--- src/rtl/router_fifo_pkt_pkg.sv ---
// Shared defaults and helpers for the packet-aware router FIFO.
// Provides pointer-width and header length-field extraction functions.
package router_pkg;

  localparam int DEF_DATA_WIDTH = 8;
  localparam int DEF_DEPTH      = 16;
  localparam int DEF_LEN_LSB    = 2;
  localparam int DEF_LEN_W      = 6;

  function automatic int ptr_w(input int depth);
    return $clog2(depth) + 1;
  endfunction

  // Caller truncates the result to its own field width.
  function automatic logic [31:0] hdr_field(
    input logic [63:0] w,
    input int          lsb,
    input int          width
  );
    logic [63:0] v;
    v = (w >> lsb) & ((64'd1 << width) - 64'd1);
    return v[31:0];
  endfunction

endpackage

--- src/rtl/router_fifo_pkt_if.sv ---
// Write/read bundle of the router FIFO: write_enb/lfd_state/data_in in,
// registered read data, packet, occupancy and error flags out.
interface router_fifo_pkt_if #(
  parameter int DATA_WIDTH = 8,
  parameter int DEPTH      = 16
);
  localparam int CW = $clog2(DEPTH) + 1;

  logic                  write_enb;
  logic                  lfd_state;
  logic [DATA_WIDTH-1:0] data_in;
  logic                  read_enb;
  logic [DATA_WIDTH-1:0] data_out;
  logic                  data_valid;
  logic                  header_out;
  logic                  pkt_done;
  logic                  full;
  logic                  empty;
  logic                  almost_full;
  logic                  almost_empty;
  logic [CW-1:0]         count;
  logic                  overflow;
  logic                  underflow;

  modport slave (
    input  write_enb, lfd_state, data_in, read_enb,
    output data_out, data_valid, header_out, pkt_done,
    output full, empty, almost_full, almost_empty,
    output count, overflow, underflow
  );

  modport master (
    output write_enb, lfd_state, data_in, read_enb,
    input  data_out, data_valid, header_out, pkt_done,
    input  full, empty, almost_full, almost_empty,
    input  count, overflow, underflow
  );

endinterface

--- src/rtl/router_fifo_pkt_tracker.sv ---
// Packet boundary tracker: loads length+1 on a header read, counts down
// on payload reads, pulses o_pkt_done with the read that reaches zero.
module router_fifo_pkt_tracker #(
  parameter int LEN_W = 6
) (
  input  logic             clock,
  input  logic             i_flush,
  input  logic             i_rd_acc,
  input  logic             i_tag,
  input  logic [LEN_W-1:0] i_len,
  output logic             o_pkt_done
);

  logic [LEN_W:0] r_pkt_cnt;
  logic           r_pkt_done;

  always_ff @(posedge clock) begin
    if (i_flush) begin
      r_pkt_cnt  <= '0;
      r_pkt_done <= 1'b0;
    end else begin
      r_pkt_done <= 1'b0;
      if (i_rd_acc) begin
        if (i_tag) begin
          // Header reload also covers a truncated packet.
          r_pkt_cnt <= {1'b0, i_len} + (LEN_W+1)'(1);
        end else if (r_pkt_cnt != '0) begin
          r_pkt_cnt  <= r_pkt_cnt - (LEN_W+1)'(1);
          r_pkt_done <= (r_pkt_cnt == (LEN_W+1)'(1));
        end
      end
    end
  end

  assign o_pkt_done = r_pkt_done;

endmodule

--- src/rtl/router_fifo_pkt.sv ---
// Packet-aware synchronous FIFO for one router output port.
// Ports: clock, reset, soft_reset (flush), bus (router_fifo_pkt_if.slave).
module router_fifo_pkt
  import router_pkg::*;
#(
  parameter int DATA_WIDTH = DEF_DATA_WIDTH,
  parameter int DEPTH      = DEF_DEPTH,
  parameter int LEN_LSB    = DEF_LEN_LSB,
  parameter int LEN_W      = DEF_LEN_W,
  parameter int AF_TH      = DEPTH - 2,
  parameter int AE_TH      = 2
) (
  input logic               clock,
  input logic               reset,
  input logic               soft_reset,
  router_fifo_pkt_if.slave  bus
);

  localparam int AW = $clog2(DEPTH);
  localparam int PW = ptr_w(DEPTH);

  logic [DATA_WIDTH:0]   r_mem [DEPTH];
  logic [PW-1:0]         r_wr_ptr;
  logic [PW-1:0]         r_rd_ptr;
  logic [DATA_WIDTH-1:0] r_data_out;
  logic                  r_data_valid;
  logic                  r_header_out;
  logic                  r_overflow;
  logic                  r_underflow;

  logic                  w_flush;
  logic                  w_empty;
  logic                  w_full;
  logic [PW-1:0]         w_count;
  logic                  w_wr_acc;
  logic                  w_rd_acc;
  logic [DATA_WIDTH:0]   w_rd_word;
  logic [LEN_W-1:0]      w_len;

  assign w_flush  = reset | soft_reset;
  assign w_empty  = (r_wr_ptr == r_rd_ptr);
  assign w_full   = (r_wr_ptr[AW] != r_rd_ptr[AW]) &&
                    (r_wr_ptr[AW-1:0] == r_rd_ptr[AW-1:0]);
  assign w_count  = r_wr_ptr - r_rd_ptr;
  assign w_wr_acc = bus.write_enb && !w_full;
  assign w_rd_acc = bus.read_enb && !w_empty;

  assign w_rd_word = r_mem[r_rd_ptr[AW-1:0]];
  assign w_len     = LEN_W'(hdr_field(64'(w_rd_word[DATA_WIDTH-1:0]),
                                      LEN_LSB, LEN_W));

  // Storage is never cleared; flushed contents are unreachable.
  always_ff @(posedge clock) begin
    if (w_wr_acc && !w_flush)
      r_mem[r_wr_ptr[AW-1:0]] <= {bus.lfd_state, bus.data_in};
  end

  always_ff @(posedge clock) begin
    if (w_flush) begin
      r_wr_ptr     <= '0;
      r_rd_ptr     <= '0;
      r_data_out   <= '0;
      r_data_valid <= 1'b0;
      r_header_out <= 1'b0;
      r_overflow   <= 1'b0;
      r_underflow  <= 1'b0;
    end else begin
      r_data_valid <= w_rd_acc;
      r_overflow   <= bus.write_enb && w_full;
      r_underflow  <= bus.read_enb && w_empty;
      if (w_wr_acc)
        r_wr_ptr <= r_wr_ptr + PW'(1);
      if (w_rd_acc) begin
        r_rd_ptr     <= r_rd_ptr + PW'(1);
        r_data_out   <= w_rd_word[DATA_WIDTH-1:0];
        r_header_out <= w_rd_word[DATA_WIDTH];
      end
    end
  end

  router_fifo_pkt_tracker #(
    .LEN_W (LEN_W)
  ) u_trk (
    .clock      (clock),
    .i_flush    (w_flush),
    .i_rd_acc   (w_rd_acc),
    .i_tag      (w_rd_word[DATA_WIDTH]),
    .i_len      (w_len),
    .o_pkt_done (bus.pkt_done)
  );

  assign bus.data_out     = r_data_out;
  assign bus.data_valid   = r_data_valid;
  assign bus.header_out   = r_header_out;
  assign bus.full         = w_full;
  assign bus.empty        = w_empty;
  assign bus.count        = w_count;
  assign bus.almost_full  = (w_count >= PW'(AF_TH));
  assign bus.almost_empty = (w_count <= PW'(AE_TH));
  assign bus.overflow     = r_overflow;
  assign bus.underflow    = r_underflow;

endmodule
--- src/flat_wrapper.sv ---
// flat-port wrapper written by rule: the top's interface ports become plain ports
module router_fifo_pkt_flat import router_pkg::*;
#(
  parameter int DATA_WIDTH = DEF_DATA_WIDTH,
  parameter int DEPTH      = DEF_DEPTH,
  parameter int LEN_LSB    = DEF_LEN_LSB,
  parameter int LEN_W      = DEF_LEN_W,
  parameter int AF_TH      = DEPTH - 2,
  parameter int AE_TH      = 2
)
  (clock, reset, soft_reset, bus_write_enb, bus_lfd_state, bus_data_in, bus_read_enb, bus_data_out, bus_data_valid, bus_header_out, bus_pkt_done, bus_full, bus_empty, bus_almost_full, bus_almost_empty, bus_count, bus_overflow, bus_underflow);
  router_fifo_pkt_if #(.DATA_WIDTH(DATA_WIDTH), .DEPTH(DEPTH)) bus_i ();
  input logic clock;
  input logic reset;
  input logic soft_reset;
  input wire logic [$bits(bus_i.write_enb)-1:0] bus_write_enb;
  input wire logic [$bits(bus_i.lfd_state)-1:0] bus_lfd_state;
  input wire logic [$bits(bus_i.data_in)-1:0] bus_data_in;
  input wire logic [$bits(bus_i.read_enb)-1:0] bus_read_enb;
  output wire logic [$bits(bus_i.data_out)-1:0] bus_data_out;
  output wire logic [$bits(bus_i.data_valid)-1:0] bus_data_valid;
  output wire logic [$bits(bus_i.header_out)-1:0] bus_header_out;
  output wire logic [$bits(bus_i.pkt_done)-1:0] bus_pkt_done;
  output wire logic [$bits(bus_i.full)-1:0] bus_full;
  output wire logic [$bits(bus_i.empty)-1:0] bus_empty;
  output wire logic [$bits(bus_i.almost_full)-1:0] bus_almost_full;
  output wire logic [$bits(bus_i.almost_empty)-1:0] bus_almost_empty;
  output wire logic [$bits(bus_i.count)-1:0] bus_count;
  output wire logic [$bits(bus_i.overflow)-1:0] bus_overflow;
  output wire logic [$bits(bus_i.underflow)-1:0] bus_underflow;
  assign bus_i.write_enb = bus_write_enb;
  assign bus_i.lfd_state = bus_lfd_state;
  assign bus_i.data_in = bus_data_in;
  assign bus_i.read_enb = bus_read_enb;
  assign bus_data_out = bus_i.data_out;
  assign bus_data_valid = bus_i.data_valid;
  assign bus_header_out = bus_i.header_out;
  assign bus_pkt_done = bus_i.pkt_done;
  assign bus_full = bus_i.full;
  assign bus_empty = bus_i.empty;
  assign bus_almost_full = bus_i.almost_full;
  assign bus_almost_empty = bus_i.almost_empty;
  assign bus_count = bus_i.count;
  assign bus_overflow = bus_i.overflow;
  assign bus_underflow = bus_i.underflow;
  router_fifo_pkt #(.DATA_WIDTH(DATA_WIDTH), .DEPTH(DEPTH), .LEN_LSB(LEN_LSB), .LEN_W(LEN_W), .AF_TH(AF_TH), .AE_TH(AE_TH)) u_core (.clock(clock), .reset(reset), .soft_reset(soft_reset), .bus(bus_i));
endmodule
--- config.mk ---
export PLATFORM = sky130hd
export DESIGN_NAME = router_fifo_pkt_flat
export DESIGN_NICKNAME = d
export VERILOG_FILES = /design/src/rtl/router_fifo_pkt_pkg.sv /design/src/rtl/router_fifo_pkt_if.sv /design/src/rtl/router_fifo_pkt_tracker.sv /design/src/rtl/router_fifo_pkt.sv /design/src/flat_wrapper.sv
export SDC_FILE = /design/constraint.sdc
export NUM_CORES = 1
export LEC_CHECK = 0
export BUFFER_PORTS_ARGS = -buffer_cell sky130_fd_sc_hd__buf_2
export CAP_MARGIN = 25
export CORE_MARGIN = 1.5
export CORE_UTILIZATION = 60
export DETAILED_ROUTE_END_ITERATION = 10
export PLACE_DENSITY_LB_ADDON = 0.05
export SYNTH_ARGS = -nofsm -noshare
export SYNTH_HDL_FRONTEND = slang
export SYNTH_SLANG_ARGS = --single-unit
--- constraint.sdc ---
create_clock -name clock -period 6.92 [get_ports clock]
set_clock_uncertainty 0.1 [all_clocks]
set_input_delay 0.692 -clock clock [delete_from_list [all_inputs] [get_ports clock]]
set_output_delay 0.692 -clock clock [all_outputs]
set_load 0.01 [all_outputs]
==> flow_summary_export.csv <==
group,metric,value,unit
detailed_routing,dr.pass1.iters,4,
timing,hold_viol,0,
grt,grt_pass1_wl,22400,µm
floorplanning,core-area,12000,µm²
logic_synthesis,ys_seq_area_share,68.0,%
power,power,2.15,mW
critical_path,max_stage_delay,400,ps
power,netSwitchingFraction,19.1,%
detailed_routing,via_per_inst,6.13,
timing,period_share,47.9,%
detailed_routing,wl,14800,µm
final_layout,diodes,0,
power,p_leak,2.83,nW
timing,rsz0062_at_grt,"false",
critical_path,crit_start,"u_core.r_wr_ptr[0]",
final_layout,area_growth,13.4,%
cts,cts.repair.resized,0,
logic_synthesis,syn_area,7360,µm²
timing,maxSlewHeadroom,46.1,%
power,seqPwrFrac,54.1,%
logic_synthesis,synthFlopType,"edfxtp_1",
final_layout,nets,527,
placement,place.port_buffers,35,
power,irDropWorstVdd,0.225,mV
final_layout,most-common-layout-cells,"edfxtp_1 (144), nand2_1 (41), buf_2 (35), nor2_1 (34), dfxtp_1 (33)",
power,p_sw,0.410,mW
detailed_routing,first_iter_violations,399,
detailed_routing,vias,4039,
critical_path,cp.arrival,2520,ps
critical_path,cp-end-kind,"output pin",
cts,cts_buffers,17,
logic_synthesis,synth.top_cells.by_area,"edfxtp_1 (59%), dfxtp_1 (9.2%), mux4_1 (7.5%)",
cts,htreeDepth,4,
min_path,hp-class,"flop to flop",
logic_synthesis,syn_area_per_cell,16.5,µm²
placement,gp_congestion,0.884,
critical_path,path_class,"flop to output pin",
timing,finalMaxSlewViolations,0,
critical_path,start_kind,"flop",
timing,tightest_slew,801,ps
min_path,holdCritStartpoint,"u_core.bus.data_out[2]",
critical_path,cp_common_cell,"inv_1",
critical_path,path_max_fanout,5,
floorplanning,die_width,114,µm
logic_synthesis,synth_top_area_share,58.7,%
logic_synthesis,async_flop_share,0,%
floorplanning,die_area,12900,µm²
flow_run,drv_cap,0,
floorplanning,io_pins,36,
logic_synthesis,yosysWarnings,0,
logic_synthesis,synth-seq-cells,178,
cts,cts_tree,"done",
critical_path,path_cells,"inv_1 > ha_1 > inv_1 > fa_1 > a21o_1 > a21oi_1 > xnor2_1 > a2111oi_0 > buf_2",
final_layout,drive_gt1_share,21.1,%
logic_synthesis,yosysTopAreaCell,"edfxtp_1",
cts,clk-insertion-delay-late,430,ps
run_status,status,"finished clean",
power,p_clk_share,42.8,%
timing,final.setup.tns,0,ps
cts,cts_root_buf,"clkbuf_16",
power,internal_power,1.74,mW
floorplanning,initial_core_util,61.3,%
cts,ctsLongestPathBuffers,2,
logic_synthesis,syn_nets,473,
logic_synthesis,synth_edf_count,144,
timing,period_minus_slack,3320,ps
critical_path,required,6130,ps
power,power_density,258,nW/µm²
cts,cts_sinks,178,
grt,grt_max_degree,36,
timing,setup_viol_count_final,0,
grt,globalRouteOverflowTotal,0,
grt,antenna_found_initial,0,
detailed_routing,routedWlPerCell,22.4,µm
floorplanning,core.rowCount,40,
placement,place_hpwl,9500,µm
timing,timing.fmax,301,MHz
grt,first_global_vias,3975,
grt,grt_use_total,24.6,%
critical_path,slowest_stage,"fa_1",
cts,hold_buffers,0,
cts,cts_setup_buffers,0,
power,pwr-share-comb,3.1,%
floorplanning,die_height,114,µm
detailed_routing,drc,0,
cts,path_clk_slew,60,ps
final_layout,final_common_cell,"edfxtp_1",
logic_synthesis,synth.distinct_cells,52,
logic_synthesis,synthCells,445,
detailed_routing,ant_nets,0,
==> logic make-up (layout without fill, tap and decap cells) <==
| group | after synthesis | after routing | synth area share (%) |
|---|---|---|---|
| xor gates and xnor gates | 15 | 15 | 1.78 |
| AOI/OAI and AO/OA | 54 | 54 | 4.83 |
| muxes | 44 | 44 | 13.9 |
| adders and majority gates | 14 | 14 | 2.48 |
| DFF | 178 | 178 | 68.0 |
| and+or+nand+nor | 110 | 110 | 6.76 |
| buffers and inverters | 30 | 97 | 2.31 |
==> synth_stat cells, drive strengths merged, types with 2 or more instances <==
cell type,number
nor3,4
a21o,2
nand4,6
nand3,5
a22oi,4
a21oi,19
clkbuf,6
a221oi,2
ha,13
a31oi,4
xnor2,10
nand2b,2
nor4,2
mux2i,3
o21a,3
and3,4
nand2,41
edfxtp,144
o21ai,8
mux4,40
or3,2
dfxtp,34
nor2b,4
a22o,3
nor2,34
buf,13
xor2,5
inv,11
==> registers in the layout, summed over array words and instances (netlist names), named ones only <==
| register | cells |
|---|---|
| u_core.bus.data_out | 8 |
| u_core.bus.data_valid | 1 |
| u_core.bus.header_out | 1 |
| u_core.bus.overflow | 1 |
| u_core.bus.underflow | 1 |
| u_core.r_mem | 144 |
| u_core.r_rd_ptr | 5 |
| u_core.r_wr_ptr | 5 |
| u_core.u_trk.o_pkt_done | 1 |
| u_core.u_trk.r_pkt_cnt | 7 |
==> area by class of cell <==
class / count / area (µm²)
inverters: 11 / 41.3
flip-flops and latches: 178 / 5010
clock inverters: 3 / 16.3
repair buffers: 54 / 345
fillers: 766 / 3660
clock buffers: 29 / 568
well taps: 147 / 184
multi-input cells: 237 / 2190
==> per-layer routing <==
| metal | GRT usage [%] | part of all wire (%) | routed length (µm) |
|---|---|---|---|
| met5 | 0 | 0 | 0 |
| met4 | 12.2 | 3.0 | 443 |
| met3 | 4.46 | 4.2 | 614 |
| met2 | 39.6 | 49 | 7260 |
| met1 | 33.1 | 44 | 6460 |
==> critical path, delay by kind of cell, from the launching register on <==
kind	cells	cell delay [ps]
adders and majority gates	2	560
DFF	1	360
buffers and inverters	3	400
xor gates and xnor gates	1	120
AOI/OAI and AO/OA	3	670
==> power by group through the flow <==
stage	Sequential [mW]	Clock [mW]	Combinational (mW)
after floorplan	1.19	0	0.0406
after global placement	1.19	0	0.0618
after CTS	1.16	0.929	0.0664
after detailed placement	1.19	0	0.0660
after global routing	1.16	0.971	0.0735
final	1.16	0.920	0.0668
==> stage by stage <==
stage / hold slack, ps / util (%) / cells / cell area, µm² / setup slack, ps
2_1_floorplan: 380 / - / 445 / 7360 / 3980
3_3_place_gp: 342 / 64.1 / 622 / 7700 / 3470
5_1_grt: 366 / 69.5 / 659 / 8350 / 3400
6_report: 349 / 69.5 / 659 / 8350 / 3600
3_5_place_dp: 343 / 64.6 / 626 / 7760 / 3700
4_1_cts: 352 / 69.4 / 658 / 8340 / 3590
==> worst paths after layout <==
path              slack (ps)                         to  depth (start not counted)
setup / recovery        3600           bus_almost_empty                          9
hold reg to reg          350     u_core.bus.data_out[2]                          2
hold / removal           350     u_core.bus.data_out[2]                          2
setup reg to reg        3650  u_core.u_trk.r_pkt_cnt[2]                          8
Power figures use the tool's default switching activity.
